File: config.mk
export PLATFORM = sky130hd
export DESIGN_NAME = image_sdram_rr_arbiter_flat
export DESIGN_NICKNAME = d
export VERILOG_FILES = /design/src/rtl/image_sdram_rr_arbiter_if.sv /design/src/rtl/image_sdram_rr_arbiter.sv /design/src/flat_wrapper.sv
export SDC_FILE = /design/constraint.sdc
export NUM_CORES = 1
export LEC_CHECK = 0
export CORE_MARGIN = 2
export CORE_UTILIZATION = 30
export CTS_BUF_LIST = sky130_fd_sc_hd__clkbuf_8
export CTS_CLUSTER_DIAMETER = 30
export DETAILED_ROUTE_END_ITERATION = 10
export HOLD_SLACK_MARGIN = 0.12
export PLACE_DENSITY = 0.78
export SYNTH_ARGS = -nofsm -noshare
export SYNTH_HDL_FRONTEND = slang
export SYNTH_SLANG_ARGS = --single-unit
File: constraint.sdc
create_clock -name clk_clk -period 5.5 [get_ports clk_clk]
set_input_delay 1.65 -clock clk_clk [delete_from_list [all_inputs] [get_ports clk_clk]]
set_output_delay 1.65 -clock clk_clk [all_outputs]
set_load 0.005 [all_outputs]
File: src/rtl/image_sdram_rr_arbiter_if.sv
// image_sdram_rr_arbiter_if: Avalon-MM bundle between N image cores, the arbiter and the SDRAM controller
interface image_sdram_rr_arbiter_if #(
    parameter int N_MASTERS = 4,
    parameter int ADDR_W    = 25,
    parameter int DATA_W    = 16
);
    localparam int BE_W = DATA_W / 8;
    logic [N_MASTERS*ADDR_W-1:0] m_address;
    logic [N_MASTERS-1:0]        m_read;
    logic [N_MASTERS-1:0]        m_write;
    logic [N_MASTERS*DATA_W-1:0] m_writedata;
    logic [N_MASTERS*BE_W-1:0]   m_byteenable;
    logic [N_MASTERS-1:0]        m_waitrequest;
    logic [DATA_W-1:0]           m_readdata;
    logic [N_MASTERS-1:0]        m_readdatavalid;
    logic [ADDR_W-1:0]           s_address;
    logic                        s_read;
    logic                        s_write;
    logic [DATA_W-1:0]           s_writedata;
    logic [BE_W-1:0]             s_byteenable;
    logic                        s_waitrequest;
    logic [DATA_W-1:0]           s_readdata;
    logic                        s_readdatavalid;
    modport slave (
        input  m_address, m_read, m_write, m_writedata, m_byteenable,
        output m_waitrequest, m_readdata, m_readdatavalid,
        output s_address, s_read, s_write, s_writedata, s_byteenable,
        input  s_waitrequest, s_readdata, s_readdatavalid
    );
    modport master (
        output m_address, m_read, m_write, m_writedata, m_byteenable,
        input  m_waitrequest, m_readdata, m_readdatavalid,
        input  s_address, s_read, s_write, s_writedata, s_byteenable,
        output s_waitrequest, s_readdata, s_readdatavalid
    );
endinterface

File: src/rtl/image_sdram_rr_arbiter.sv
// image_sdram_rr_arbiter: round-robin N-master Avalon-MM arbiter with a read-tag return FIFO
module image_sdram_rr_arbiter #(
    parameter int N_MASTERS   = 4,
    parameter int ADDR_W      = 25,
    parameter int DATA_W      = 16,
    parameter int MAX_PENDING = 8
) (
    input  logic                          clk_clk,
    input  logic                          reset_reset,
    image_sdram_rr_arbiter_if.slave       bus,
    output logic [$clog2(MAX_PENDING):0]  pending_count,
    output logic                          err_orphan
);
    localparam int ID_W = $clog2(N_MASTERS);
    localparam int PW   = $clog2(MAX_PENDING);
    localparam int BE_W = DATA_W / 8;
    typedef enum logic {UNLOCKED, LOCKED} state_t;
    state_t               state, state_nx;
    logic [ID_W-1:0]      ptr, locked_id, sel, g, head;
    logic [ID_W-1:0]      fifo [MAX_PENDING];
    logic [PW-1:0]        wr_ptr, rd_ptr;
    logic [N_MASTERS-1:0] req;
    logic                 found, full, empty, rd_g, wr_g, cmd, accept, push, pop;

    assign full           = pending_count == (PW+1)'(MAX_PENDING);
    assign empty          = pending_count == '0;
    assign req            = bus.m_write | (bus.m_read & ~{N_MASTERS{full}});
    assign head           = fifo[rd_ptr];
    assign bus.m_readdata = bus.s_readdata;

    // round-robin search: lowest requester at or above ptr, otherwise lowest overall (wrap)
    always_comb begin
        found = 1'b0;
        sel   = '0;
        for (int k = N_MASTERS - 1; k >= 0; k--) if (req[k]) begin found = 1'b1; sel = ID_W'(k); end
        for (int k = N_MASTERS - 1; k >= 0; k--) if (req[k] && ID_W'(k) >= ptr) sel = ID_W'(k);
    end

    // grant, forwarding from master g, per-master stall and one-hot read return
    always_comb begin
        g                   = (state == LOCKED) ? locked_id : sel;
        rd_g                = 1'b0;
        wr_g                = 1'b0;
        bus.s_address       = '0;
        bus.s_writedata     = '0;
        bus.s_byteenable    = '0;
        for (int k = 0; k < N_MASTERS; k++) if (ID_W'(k) == g) begin
            rd_g             = bus.m_read[k];
            wr_g             = bus.m_write[k];
            bus.s_address    = bus.m_address[k*ADDR_W +: ADDR_W];
            bus.s_writedata  = bus.m_writedata[k*DATA_W +: DATA_W];
            bus.s_byteenable = bus.m_byteenable[k*BE_W +: BE_W];
        end
        bus.s_write         = ~reset_reset & (found | (state == LOCKED)) & wr_g;
        bus.s_read          = ~reset_reset & (found | (state == LOCKED)) & rd_g & ~wr_g & ~full;
        cmd                 = bus.s_read | bus.s_write;
        accept              = cmd & ~bus.s_waitrequest;
        push                = accept & bus.s_read;
        pop                 = ~reset_reset & bus.s_readdatavalid & ~empty;
        bus.m_waitrequest   = '1;
        bus.m_readdatavalid = '0;
        for (int k = 0; k < N_MASTERS; k++) begin
            if (cmd && ID_W'(k) == g) bus.m_waitrequest[k] = bus.s_waitrequest;
            if (pop && head == ID_W'(k)) bus.m_readdatavalid[k] = 1'b1;
        end
        state_nx            = accept ? UNLOCKED : cmd ? LOCKED : state;
    end

    // lock register: held from a stalled command until it is accepted
    always_ff @(posedge clk_clk) state <= reset_reset ? UNLOCKED : state_nx;

    // round-robin pointer, locked owner, FIFO pointers, outstanding count and sticky orphan flag
    always_ff @(posedge clk_clk) begin
        if (reset_reset) begin
            ptr           <= '0;
            locked_id     <= '0;
            wr_ptr        <= '0;
            rd_ptr        <= '0;
            pending_count <= '0;
            err_orphan    <= 1'b0;
        end else begin
            if (cmd && bus.s_waitrequest) locked_id <= g;
            if (accept) ptr <= (g == ID_W'(N_MASTERS - 1)) ? '0 : g + 1'b1;
            if (push) wr_ptr <= wr_ptr + 1'b1;
            if (pop) rd_ptr <= rd_ptr + 1'b1;
            pending_count <= pending_count + (PW+1)'(push) - (PW+1)'(pop);
            if (bus.s_readdatavalid && empty) err_orphan <= 1'b1;
        end
    end

    // tag storage: issuing master id of each accepted read, in issue order
    always_ff @(posedge clk_clk) if (push) fifo[wr_ptr] <= g;
endmodule

File: src/flat_wrapper.sv
// flat-port wrapper written by rule: the top's interface ports become plain ports
module image_sdram_rr_arbiter_flat 
#(
    parameter int N_MASTERS   = 4,
    parameter int ADDR_W      = 25,
    parameter int DATA_W      = 16,
    parameter int MAX_PENDING = 8
)
  (clk_clk, reset_reset, pending_count, err_orphan, bus_m_address, bus_m_read, bus_m_write, bus_m_writedata, bus_m_byteenable, bus_m_waitrequest, bus_m_readdata, bus_m_readdatavalid, bus_s_address, bus_s_read, bus_s_write, bus_s_writedata, bus_s_byteenable, bus_s_waitrequest, bus_s_readdata, bus_s_readdatavalid);
  image_sdram_rr_arbiter_if #(.N_MASTERS(N_MASTERS), .ADDR_W(ADDR_W), .DATA_W(DATA_W)) bus_i ();
  input  logic clk_clk;
  input  logic reset_reset;
  output logic [$clog2(MAX_PENDING):0] pending_count;
  output logic err_orphan;
  input wire logic [$bits(bus_i.m_address)-1:0] bus_m_address;
  input wire logic [$bits(bus_i.m_read)-1:0] bus_m_read;
  input wire logic [$bits(bus_i.m_write)-1:0] bus_m_write;
  input wire logic [$bits(bus_i.m_writedata)-1:0] bus_m_writedata;
  input wire logic [$bits(bus_i.m_byteenable)-1:0] bus_m_byteenable;
  output wire logic [$bits(bus_i.m_waitrequest)-1:0] bus_m_waitrequest;
  output wire logic [$bits(bus_i.m_readdata)-1:0] bus_m_readdata;
  output wire logic [$bits(bus_i.m_readdatavalid)-1:0] bus_m_readdatavalid;
  output wire logic [$bits(bus_i.s_address)-1:0] bus_s_address;
  output wire logic [$bits(bus_i.s_read)-1:0] bus_s_read;
  output wire logic [$bits(bus_i.s_write)-1:0] bus_s_write;
  output wire logic [$bits(bus_i.s_writedata)-1:0] bus_s_writedata;
  output wire logic [$bits(bus_i.s_byteenable)-1:0] bus_s_byteenable;
  input wire logic [$bits(bus_i.s_waitrequest)-1:0] bus_s_waitrequest;
  input wire logic [$bits(bus_i.s_readdata)-1:0] bus_s_readdata;
  input wire logic [$bits(bus_i.s_readdatavalid)-1:0] bus_s_readdatavalid;
  assign bus_i.m_address = bus_m_address;
  assign bus_i.m_read = bus_m_read;
  assign bus_i.m_write = bus_m_write;
  assign bus_i.m_writedata = bus_m_writedata;
  assign bus_i.m_byteenable = bus_m_byteenable;
  assign bus_m_waitrequest = bus_i.m_waitrequest;
  assign bus_m_readdata = bus_i.m_readdata;
  assign bus_m_readdatavalid = bus_i.m_readdatavalid;
  assign bus_s_address = bus_i.s_address;
  assign bus_s_read = bus_i.s_read;
  assign bus_s_write = bus_i.s_write;
  assign bus_s_writedata = bus_i.s_writedata;
  assign bus_s_byteenable = bus_i.s_byteenable;
  assign bus_i.s_waitrequest = bus_s_waitrequest;
  assign bus_i.s_readdata = bus_s_readdata;
  assign bus_i.s_readdatavalid = bus_s_readdatavalid;
  image_sdram_rr_arbiter #(.N_MASTERS(N_MASTERS), .ADDR_W(ADDR_W), .DATA_W(DATA_W), .MAX_PENDING(MAX_PENDING)) u_core (.clk_clk(clk_clk), .reset_reset(reset_reset), .bus(bus_i), .pending_count(pending_count), .err_orphan(err_orphan));
endmodule
==> load_flow_metrics.sql, run 1 <==
INSERT INTO impl_metrics (metric_group, metric, value, unit) VALUES
('run_status', 'run_status', 'complete, but fails checks', ''),
('run_status', 'failed_checks', 'negative setup slack', ''),
('worst_hold_path', 'hold_start', 'u_core.err_orphan', ''),
('clocking', 'tritoncts_clock_tree', 'yes', ''),
('sta', 'worst_slack', '-0.0921', 'ns'),
('global_routing', 'first_global_vias', '4516', ''),
('sta', 'fin_skew', '0.00822', 'ns'),
('critical_path', 'critical_path_data_arrival_time', '3.94', 'ns'),
('power', 'finalPower', '3620', 'uW'),
('logic_synthesis', 'mappedNetlistNets', '611', ''),
('sta', 'unrepaired_setup_endpoints_after_global_routing', 'true', ''),
('sta', 'final.setup.tns', '-0.465', 'ns'),
('power', 'total_leakage_power', '0.00251', 'uW'),
('floorplanning', 'number_of_placed_i_o_pins', '274', ''),
('place', 'detailed_place_hpwl', '12400', 'um'),
('critical_path', 'critical-path-max-stage-delay', '0.30', 'ns'),
('critical_path', 'r2r.worst_path.cells', '19', ''),
('worst_hold_path', 'whs_path_depth', '2', ''),
('worst_hold_path', 'hold_class', 'reg2reg', ''),
('critical_path', 'critical_path.reg2reg.startpoint', 'u_core.pending_count[2]', ''),
('job', 'cap_viol_max_count', '0', ''),
('sta', 'max_freq', '179', 'MHz'),
('power', 'combinationalPowerShare', '0.833', ''),
('global_routing', 'antenna_found_initial', '0', ''),
('logic_synthesis', 'synth_flop_cell', 'dfxtp_1', ''),
('clocking', 'cts.htree.levels', '2', ''),
('global_routing', 'track_usage', '0.272', ''),
('logic_synthesis', 'netlist_area_pre_place', '3160', 'sq um'),
('place', 'replace_congestion', '0.906', ''),
('drt', 'route.detailed.drc', '0', ''),
('floorplanning', 'vertical_extent_of_the_die', '107', 'um'),
('critical_path', 'reg2reg_setup_slack', '1.38', 'ns'),
('clocking', 'clk_path_buf_depth', '2', ''),
('power', 'internal_power', '2040', 'uW'),
('sta', 'period_needed', '5.59', 'ns'),
('clocking', 'clk-insertion-delay-late', '0.29', 'ns'),
('global_routing', 'global_route.overflow_total', '0', ''),
('drt', 'wire_length_per_cell', '20.4', 'um'),
('layout', 'seq_area', '861', 'sq um'),
('floorplanning', 'core.rowCount', '37', ''),
('drt', 'drt_first_pass_iters', '5', ''),
('logic_synthesis', 'synth-async-reset-ratio', '0', ''),
('critical_path', 'criticalPathCategory', 'in2out', ''),
('floorplanning', 'floorplan.die_area', '11400', 'sq um'),
('floorplanning', 'initial_utilization', '0.307', ''),
('floorplanning', 'dieWidth', '107', 'um'),
('layout', 'nNetsFinal', '883', ''),
('layout', 'final.fill_count', '823', ''),
('drt', 'ant_nets', '0', ''),
('layout', 'area_overhead_vs_synth', '103', '%'),
('power', 'pwr_density_cell', '566', 'nW/um^2'),
('logic_synthesis', 'synth_enable_flop_cells', '16', ''),
('sta', 'setup-violations-final', '7', ''),
('sta', 'hold_violations', '0', ''),
('critical_path', 'crit_path_top_delay_cell', 'nor4b_4', ''),
('clocking', 'worst_setup_hold_path_clk_slew', '0.06', 'ns'),
('global_routing', 'grt_pass1_wl', '23700', 'um'),
('power', 'p_switching', '1590', 'uW'),
('clocking', 'clk_root_buffer_cell', 'clkbuf_8', ''),
('drt', 'dr_total_vias', '4291', ''),
('layout', 'multi_input_area', '2270', 'sq um'),
('global_routing', 'pin_count_of_the_biggest_net_entering_global_routing', '47', ''),
('clocking', 'clock-sinks', '35', ''),
('power', 'switching_share', '0.438', ''),
('sta', 'slew-limit-headroom', '0.721', ''),
('critical_path', 'worstReg2RegEnd', 'u_core.pending_count[2]', ''),
('worst_hold_path', 'hold_path_end', 'u_core.err_orphan', ''),
('sta', 'final.period_utilization', '1.02', ''),
('critical_path', 'start_kind', 'input port', ''),
('layout', 'final_cells', '807', ''),
('logic_synthesis', 'syn_inst_count', '398', '');
-- layer usage --
metal  vias up  part of all wire  GRT usage  routed length, um
li1       2030                 -          -                  -
met1      2006              0.34      0.287               5630
met2       220              0.54      0.525               8910
met3        35             0.068     0.0432               1110
met4         0             0.048      0.121                795
met5         -                 0          0                  0
-- final cells by class --
class,count,share of cell area
flip-flops and latches,35,0.135
multi-input cells,302,0.355
repair buffers,314,0.460
clock buffers,5,0.0108
clock inverters,3,0.00606
well taps,136,0.0266
inverters,12,0.00743
-- synthesized netlist by cell type, types with 4 or more instances --
master,n,share of area
inv_1,10,0.012
a221o_1,43,0.14
dfxtp_1,19,0.12
a21o_1,6,0.014
mux4_2,4,0.029
mux2i_1,5,0.016
edfxtp_1,16,0.15
o21ai_0,56,0.089
clkbuf_1,27,0.032
buf_4,16,0.038
nor2_1,25,0.030
o21ai_1,35,0.055
nand2b_1,6,0.012
nand2_1,56,0.067
ha_1,12,0.048
a21oi_1,8,0.013
-- registers in the layout (all words and copies together), names as in the netlist, named ones only --
register and count:
u_core.wr_ptr 3, u_core.fifo 16, u_core.ptr 2, u_core.locked_id 2, u_core.err_orphan 1, u_core.pending_count 4, u_core.state 1, u_core.rd_ptr 3
-- cell usage in the layout (no fill, tap or decap), types with 7 or more instances in the layout --
cell type / netlist / layout
buf_2: 3 / 37
buf_6: 0 / 14
inv_1: 10 / 9
clkdlybuf4s50_1: 0 / 184
a21oi_1: 8 / 7
buf_4: 16 / 51
ha_1: 12 / 8
dfxtp_1: 19 / 19
nor2_1: 25 / 22
o21ai_1: 35 / 48
nand2_1: 56 / 53
o21ai_0: 56 / 30
edfxtp_1: 16 / 16
a221o_1: 43 / 43
o21ai_2: 0 / 12
-- worst max path at each step --
stage	start	end	slack, ns	cells after the start
2_1_floorplan	bus_m_write[0]	bus_s_address[18]	0.07	11
3_3_place_gp	bus_m_write[0]	bus_s_read	-0.80	11
3_5_place_dp	bus_m_write[0]	bus_s_writedata[0]	-0.96	13
4_1_cts	bus_m_write[3]	bus_s_writedata[0]	-0.03	14
5_1_grt	bus_m_write[0]	bus_m_waitrequest[2]	-0.19	14
6_report	bus_m_write[0]	bus_m_waitrequest[2]	-0.09	14
-- worst max-delay path: cells and delay by family --
family,cells,cell delay (ns)
buf+inv,5,0.60
fa+ha+maj,1,0.16
compound gates,5,1.11
simple gates,3,0.42
-- kinds of logic after synthesis --
| group | count (synthesis) | synth area share |
|---|---|---|
| AO/OA/AOI/OAI | 166 | 0.358 |
| AND/OR/NAND/NOR | 108 | 0.160 |
| buffers and inverters | 61 | 0.0927 |
| flip-flops | 35 | 0.272 |
| adder cells (fa/ha/maj) | 13 | 0.0539 |
| multiplexers | 10 | 0.0491 |
| XOR/XNOR | 5 | 0.0139 |
-- power groups by stage --
| stage | clock network [uW] | logic [uW] | registers (uW) |
|---|---|---|---|
| floorplan | 0 | 1190 | 375 |
| global placement | 0 | 2630 | 380 |
| detailed placement | 0 | 2660 | 384 |
| CTS | 227 | 2990 | 379 |
| global route | 238 | 3220 | 386 |
| finish | 226 | 3020 | 380 |
-- what timing repair did --
item | 4_1_cts | 5_1_grt
cloned | 3 | 1
setup buffers | 30 | 4
pin swaps | 38 | 27
setup endpoints to repair | 49 | 49
resized for setup | 259 | 54
-- metrics by stage --
step / utilization / hold WS, ns / instance area (sq um) / setup WS, ns
2_1_floorplan: - / 0.441 / 3170 / 0.0681
3_3_place_gp: 0.574 / 0.448 / 5900 / -0.803
3_5_place_dp: 0.574 / 0.472 / 5900 / -0.962
4_1_cts: 0.620 / 0.487 / 6370 / -0.0320
5_1_grt: 0.623 / 0.511 / 6400 / -0.188
6_report: 0.623 / 0.475 / 6400 / -0.0921
(Power assumes the default switching activity.)
==> run 2: changes to the inputs <==
--- a/config.mk
+++ b/config.mk
@@ -12,6 +12,7 @@
 export DETAILED_ROUTE_END_ITERATION = 10
 export HOLD_SLACK_MARGIN = 0.12
 export PLACE_DENSITY = 0.78
+export SETUP_SLACK_MARGIN = 0.15
 export SYNTH_ARGS = -nofsm -noshare
 export SYNTH_HDL_FRONTEND = slang
 export SYNTH_SLANG_ARGS = --single-unit
==> run 2 against run 1 <==
The flow now finishes without violations; non-clock buffer count down 10; clock skew down 0.00086 ns; die area unchanged; clock power up 4%; register-to-register slack better by 0.08 ns; largest cell class unchanged; combinational power down 5%.
==> load_flow_metrics.sql, run 2 (same netlist as run 1, synthesis figures left out) <==
INSERT INTO impl_metrics (metric_group, metric, value, unit) VALUES
('layout', 'final_cell_mix', 'clkdlybuf4s50_1 (184), o21ai_1 (68), nand2_1 (53)', ''),
('clocking', 'clk-insertion-delay-late', '0.29', 'ns'),
('global_routing', 'first_global_vias', '4394', ''),
('layout', 'final.fill_count', '918', ''),
('sta', 'hold_ws', '0.484', 'ns'),
('floorplanning', 'core_area', '10300', 'sq um'),
('drt', 'route.detailed.drc', '0', ''),
('critical_path', 'worst_path_dominant_cell_family', 'compound AO/OA/AOI/OAI gates', ''),
('sta', 'final.setup.tns', '0', 'ns'),
('layout', 'postLayoutCoreUtil', '0.604', ''),
('critical_path', 'start_kind', 'input port', ''),
('critical_path', 'reg2reg_setup_slack', '1.46', 'ns'),
('layout', 'multi_input_area', '2200', 'sq um'),
('power', 'power.sequential.fraction', '0.110', ''),
('clocking', 'cts.htree.levels', '2', ''),
('place', 'placed_instance_area', '5860', 'sq um'),
('power', 'total_leakage_power', '0.00243', 'uW'),
('sta', 'worst_slack', '0.00269', 'ns'),
('clocking', 'worst_setup_hold_path_clk_slew', '0.07', 'ns'),
('place', 'port_buffers', '241', ''),
('sta', 'fin_skew', '0.00736', 'ns'),
('drt', 'ant_nets', '0', ''),
('critical_path', 'cp.required', '3.85', 'ns'),
('sta', 'unrepaired_setup_endpoints_after_global_routing', 'true', ''),
('place', 'detailed_place_hpwl', '11600', 'um'),
('layout', 'antenna_cells_inserted', '0', ''),
('layout', 'max_flop_register', 'u_core.fifo', ''),
('critical_path', 'critical_path.cell_chain', 'buf_6, a21o_1, a221oi_2, o22ai_4, inv_2, buf_6, ha_4, or3b_4, o211ai_1, o21a_1, nor3_4, buf_6, nand2_2, buf_2', ''),
('sta', 'tightestPinTransition', '0.452', 'ns'),
('drt', 'drt_first_pass_iters', '4', ''),
('power', 'internal_power', '1950', 'uW'),
('layout', 'design_area', '6210', 'sq um'),
('global_routing', 'global_route.overflow_total', '0', ''),
('floorplanning', 'dieWidth', '107', 'um'),
('layout', 'nNetsFinal', '873', ''),
('sta', 'timing.final.max_slew_violations', '0', ''),
('clocking', 'clk_root_buffer_cell', 'clkbuf_8', ''),
('critical_path', 'criticalPathCategory', 'in2out', ''),
('critical_path', 'critPathMaxFanout', '6', ''),
('drt', 'wire_length_per_cell', '18.9', 'um'),
('sta', 'setup-violations-final', '0', ''),
('sta', 'hold_violations', '0', ''),
('layout', 'final_layout_size_suffix_gt1_frac', '0.260', ''),
('layout', 'largest_registers', 'u_core.fifo (16), u_core.pending_count (4)', ''),
('critical_path', 'critical_path.most_common_cell', 'buf_6', ''),
('sta', 'slew-limit-headroom', '0.699', ''),
('floorplanning', 'vertical_extent_of_the_die', '107', 'um'),
('drt', 'finalWirelength', '15100', 'um'),
('global_routing', 'antenna_found_initial', '0', ''),
('critical_path', 'critical-path-max-stage-delay', '0.38', 'ns'),
('clocking', 'clk_path_buf_depth', '2', ''),
('floorplanning', 'core.rowCount', '37', ''),
('layout', 'seq_area', '861', 'sq um'),
('sta', 'max_freq', '182', 'MHz'),
('place', 'pre_cts_ws', '-1.01', 'ns'),
('clocking', 'clock-sinks', '35', ''),
('critical_path', 'critical_path_data_arrival_time', '3.85', 'ns'),
('floorplanning', 'number_of_placed_i_o_pins', '274', ''),
('drt', 'dr_total_vias', '4189', ''),
('worst_hold_path', 'hold_class', 'reg2reg', ''),
('power', 'clock_power_share', '0.067', ''),
('power', 'combinationalPowerShare', '0.822', ''),
('run_status', 'run_status', 'complete, no violations', ''),
('layout', 'most_common_cell_after_layout_fill_and_taps_aside', 'clkdlybuf4s50_1', ''),
('place', 'replace_congestion', '0.874', ''),
('critical_path', 'crit_path_top_delay_cell', 'or3b_4', ''),
('sta', 'period_needed', '5.50', 'ns'),
('floorplanning', 'initial_utilization', '0.307', ''),
('layout', 'largest_reg_flops', '16', ''),
('job', 'cap_viol_max_count', '0', ''),
('drt', 'avgViaCountPerCell', '5.26', ''),
('power', 'switching_share', '0.438', ''),
('layout', 'area_overhead_vs_synth', '96.5', '%'),
('worst_hold_path', 'whs_path_depth', '2', ''),
('clocking', 'total_cts_buffers', '5', ''),
('power', 'peakVddDrop', '0.000252', 'V'),
('critical_path', 'cp.buffers_inverters', '5', ''),
('sta', 'final.period_utilization', '1.00', ''),
('power', 'pwr_density_cell', '560', 'nW/um^2'),
('global_routing', 'pin_count_of_the_biggest_net_entering_global_routing', '47', ''),
('critical_path', 'r2r.worst_path.cells', '17', ''),
('global_routing', 'grt_pass1_wl', '22600', 'um'),
('clocking', 'tritoncts_clock_tree', 'yes', ''),
('critical_path', 'critical_path_depth', '14', ''),
('critical_path', 'critical_path_end_type', 'output pin', ''),
('drt', 'drt-initial-drc-count', '296', ''),
('floorplanning', 'floorplan.die_area', '11400', 'sq um'),
('power', 'p_switching', '1530', 'uW'),
('global_routing', 'track_usage', '0.256', '');
-- run 2: timing repair --
item	CTS	global route
setup buffers	18	4
cloned	3	0
gates resized for setup	301	24
pin swaps	38	26
endpoints found under the setup margin	49	49
hold buffers	0	0
-- run 2: layout make-up --
cell class,instances,share of cell area
clock buffers,5,0.0111
clock inverters,3,0.00705
inverters,12,0.00726
multi-input cells,302,0.355
flip-flops and latches,35,0.139
well taps,136,0.0274
repair buffers,304,0.453
-- run 2: final timing paths --
check / endpoint / from
max: bus_m_waitrequest[3] / bus_m_read[1]
min: u_core.err_orphan / u_core.err_orphan
max reg2reg: u_core.pending_count[2] / u_core.pending_count[2]
min reg2reg: u_core.err_orphan / u_core.err_orphan
-- run 2: metrics by stage --
stage / power, uW / std cells
2_1_floorplan: 1580 / 398
3_3_place_gp: 2970 / 764
3_5_place_dp: 3010 / 764
4_1_cts: 3400 / 793
5_1_grt: 3720 / 797
6_report: 3480 / 797
-- run 2: layer usage --
metal | GRT usage | wire [um] | up-vias
li1 | - | - | 2009
met1 | 0.286 | 5600 | 1944
met2 | 0.462 | 7730 | 198
met3 | 0.0596 | 1070 | 38
met4 | 0.108 | 664 | 0
met5 | 0 | 0 | -
-- run 2: worst register-to-register path: stages, from the launching register on --
cell and delay (ns):
dfxtp_1 0.32, inv_1 0.11, ha_1 0.19, or3b_1 0.44, a21o_1 0.25, a221oi_2 0.30
o22ai_4 0.14, inv_2 0.12, buf_6 0.11, ha_4 0.14, or3b_4 0.38, o211a_1 0.20
nor4_4 0.36, ha_1 0.23, inv_1 0.06, fa_1 0.37, xor2_1 0.16, nor2_1 0.06
-- run 2: power by group through the flow --
stage,Sequential (uW),Combinational [uW],Clock (uW)
CTS,384,2780,238
global route,392,3070,250
finish,384,2860,234
detailed placement,388,2620,0
floorplan,376,1210,0
global placement,385,2580,0
==> run 3: changes to the inputs <==
--- a/config.mk
+++ b/config.mk
@@ -5,13 +5,13 @@
 export SDC_FILE = /design/constraint.sdc
 export NUM_CORES = 1
 export LEC_CHECK = 0
-export CORE_MARGIN = 2
-export CORE_UTILIZATION = 30
+export CORE_AREA = 2 2 106 108
 export CTS_BUF_LIST = sky130_fd_sc_hd__clkbuf_8
 export CTS_CLUSTER_DIAMETER = 30
 export DETAILED_ROUTE_END_ITERATION = 10
+export DIE_AREA = 0 0 108 110
 export HOLD_SLACK_MARGIN = 0.12
-export PLACE_DENSITY = 0.78
+export PLACE_DENSITY = 0.74
 export SETUP_SLACK_MARGIN = 0.15
 export SYNTH_ARGS = -nofsm -noshare
 export SYNTH_HDL_FRONTEND = slang
==> constraint.sdc (replaced) <==
create_clock -name clk_clk -period 7.1 [get_ports clk_clk]
set_input_delay 2.13 -clock clk_clk [delete_from_list [all_inputs] [get_ports clk_clk]]
set_output_delay 2.13 -clock clk_clk [all_outputs]
set_load 0.005 [all_outputs]
==> run 3 against run 2 <==
Final area up 0.89%; sequential power fell by 21%; total power fell by 26%; routed wire length decreased by 6.8%; global-route usage fell by 3.6 points; sequential share of layout area shrank 0.12 points; sequential cell count unchanged; hold slack improved by 0.0023 ns; clock skew increased by 0.0015 ns; register-to-register slack better by 1.2 ns; critical path type unchanged; largest cell class unchanged; highest routed layer is now met5.
==> load_flow_metrics.sql, run 3 (same netlist as run 1, synthesis figures left out) <==
INSERT INTO impl_metrics (metric_group, metric, value, unit) VALUES
('drt', 'wire_length_per_cell', '17.8', 'um'),
('power', 'total_leakage_power', '0.00265', 'uW'),
('drt', 'drt-initial-drc-count', '233', ''),
('drt', 'route.detailed.drc', '0', ''),
('clocking', 'cts.htree.levels', '2', ''),
('floorplanning', 'vertical_extent_of_the_die', '110', 'um'),
('layout', 'nNetsFinal', '861', ''),
('drt', 'drt_first_pass_iters', '5', ''),
('sta', 'hold_violations', '0', ''),
('floorplanning', 'dieWidth', '108', 'um'),
('place', 'replace_congestion', '0.960', ''),
('floorplanning', 'initial_utilization', '0.295', ''),
('drt', 'finalWirelength', '14000', 'um'),
('clocking', 'total_cts_buffers', '5', ''),
('layout', 'design_area', '6260', 'sq um'),
('sta', 'tightestPinTransition', '0.481', 'ns'),
('sta', 'worst_slack', '0.182', 'ns'),
('floorplanning', 'floorplan.die_area', '11900', 'sq um'),
('floorplanning', 'core_area', '10700', 'sq um'),
('critical_path', 'start_kind', 'input port', ''),
('power', 'peakVddDrop', '0.000171', 'V'),
('power', 'pwr_density_cell', '413', 'nW/um^2'),
('layout', 'final_layout_size_suffix_gt1_frac', '0.140', ''),
('drt', 'dr_total_vias', '4079', ''),
('floorplanning', 'number_of_placed_i_o_pins', '274', ''),
('clocking', 'clk-insertion-delay-late', '0.29', 'ns'),
('critical_path', 'critPathMaxFanout', '13', ''),
('critical_path', 'critical_path_data_arrival_time', '4.79', 'ns'),
('worst_hold_path', 'hold_class', 'reg2reg', ''),
('global_routing', 'grt_pass1_wl', '20300', 'um'),
('run_status', 'run_status', 'complete, no violations', ''),
('sta', 'final.period_utilization', '0.974', ''),
('sta', 'unrepaired_setup_endpoints_after_global_routing', 'true', ''),
('sta', 'setup-violations-final', '0', ''),
('global_routing', 'pin_count_of_the_biggest_net_entering_global_routing', '46', ''),
('layout', 'postLayoutCoreUtil', '0.585', ''),
('critical_path', 'cp.required', '4.97', 'ns'),
('place', 'pre_cts_ws', '-0.365', 'ns'),
('layout', 'largest_registers', 'u_core.fifo (16), u_core.pending_count (4)', ''),
('place', 'port_buffers', '241', ''),
('clocking', 'clock-sinks', '35', ''),
('sta', 'fin_skew', '0.00886', 'ns'),
('layout', 'largest_reg_flops', '16', ''),
('sta', 'timing.final.max_slew_violations', '0', ''),
('clocking', 'worst_setup_hold_path_clk_slew', '0.07', 'ns'),
('sta', 'slew-limit-headroom', '0.677', ''),
('sta', 'period_needed', '6.92', 'ns'),
('critical_path', 'critical_path_end_type', 'output pin', ''),
('drt', 'avgViaCountPerCell', '5.17', ''),
('global_routing', 'antenna_found_initial', '1', ''),
('layout', 'area_overhead_vs_synth', '98.3', '%'),
('layout', 'most_common_cell_after_layout_fill_and_taps_aside', 'clkdlybuf4s50_1', ''),
('global_routing', 'track_usage', '0.219', ''),
('clocking', 'clk_root_buffer_cell', 'clkbuf_8', ''),
('place', 'placed_instance_area', '5850', 'sq um'),
('layout', 'max_flop_register', 'u_core.fifo', ''),
('global_routing', 'global_route.overflow_total', '0', ''),
('clocking', 'clk_path_buf_depth', '2', ''),
('job', 'cap_viol_max_count', '0', ''),
('global_routing', 'first_global_vias', '3957', ''),
('clocking', 'tritoncts_clock_tree', 'yes', ''),
('place', 'detailed_place_hpwl', '11200', 'um'),
('drt', 'ant_nets', '0', ''),
('layout', 'antenna_cells_inserted', '0', ''),
('sta', 'max_freq', '145', 'MHz'),
('floorplanning', 'core.rowCount', '38', ''),
('layout', 'final_cell_mix', 'clkdlybuf4s50_1 (191), nand2_1 (56), o21ai_0 (48)', ''),
('critical_path', 'criticalPathCategory', 'in2out', '');
-- run 3: critical path: stages --
cell and delay, ns:
clkdlybuf4s50_1 0.42, a21o_1 0.22, a311o_1 0.32, nand3_4 0.12, buf_6 0.12, ha_4 0.14
nor2b_4 0.17, buf_4 0.13, buf_8 0.13, a221o_1 0.15, o21ai_0 0.09, o21ai_1 0.12
clkdlybuf4s50_1 0.52
-- run 3: final cells by class --
| class | instances | area, sq um |
|---|---|---|
| clock buffers | 5 | 68.8 |
| well taps | 140 | 175 |
| inverters | 12 | 50.0 |
| clock inverters | 3 | 63.8 |
| repair buffers | 292 | 2900 |
| flip-flops and latches | 35 | 861 |
| fillers | 929 | 4430 |
| multi-input cells | 302 | 2140 |
-- run 3: final timing paths --
check                                        startpoint                      end  slack (ns)  cells after the start
worst max register to register  u_core.pending_count[2]  u_core.pending_count[2]        2.64                     18
worst min register to register        u_core.err_orphan        u_core.err_orphan        0.49                      2
worst min-delay path                  u_core.err_orphan        u_core.err_orphan        0.49                      2
worst max-delay path                      bus_m_read[3]         bus_s_address[7]        0.18                     13
-- run 3: what timing repair did --
| item | 4_1_cts | 5_1_grt |
|---|---|---|
| setup buffers | 6 | 2 |
| gates cloned | 0 | 0 |
| setup endpoints to repair | 49 | 41 |
| pin swaps | 13 | 4 |
| endpoints found under the hold margin | 0 | 0 |
| gates resized for setup | 43 | 58 |
| hold buffers | 0 | 0 |
-- run 3: metrics by stage --
stage | TNS, ns | power (uW) | instances | hold WS [ns]
after floorplan | 0 | 1210 | 398 | 0.441
after global routing | 0 | 2790 | 789 | 0.508
after detailed placement | -12.13 | 2320 | 773 | 0.470
after CTS | 0 | 2580 | 787 | 0.483
final | 0 | 2590 | 789 | 0.487
after global placement | -2.60 | 2280 | 773 | 0.446
-- run 3: routing by layer --
metal / track usage / part of all wire / vias to the layer above
met3: 0.0388 / 0.065 / 14
li1: - / - / 1973
met1: 0.279 / 0.41 / 1910
met4: 0.0458 / 0.0083 / 2
met2: 0.390 / 0.52 / 180
met5: 0 / 0.00093 / -
-- run 3: power by group --
part | switching, uW | internal, uW | leakage (uW)
clock network | 75.4 | 139 | 0.0000695
registers | 42.2 | 259 | 0.000301
logic | 940 | 1130 | 0.00228
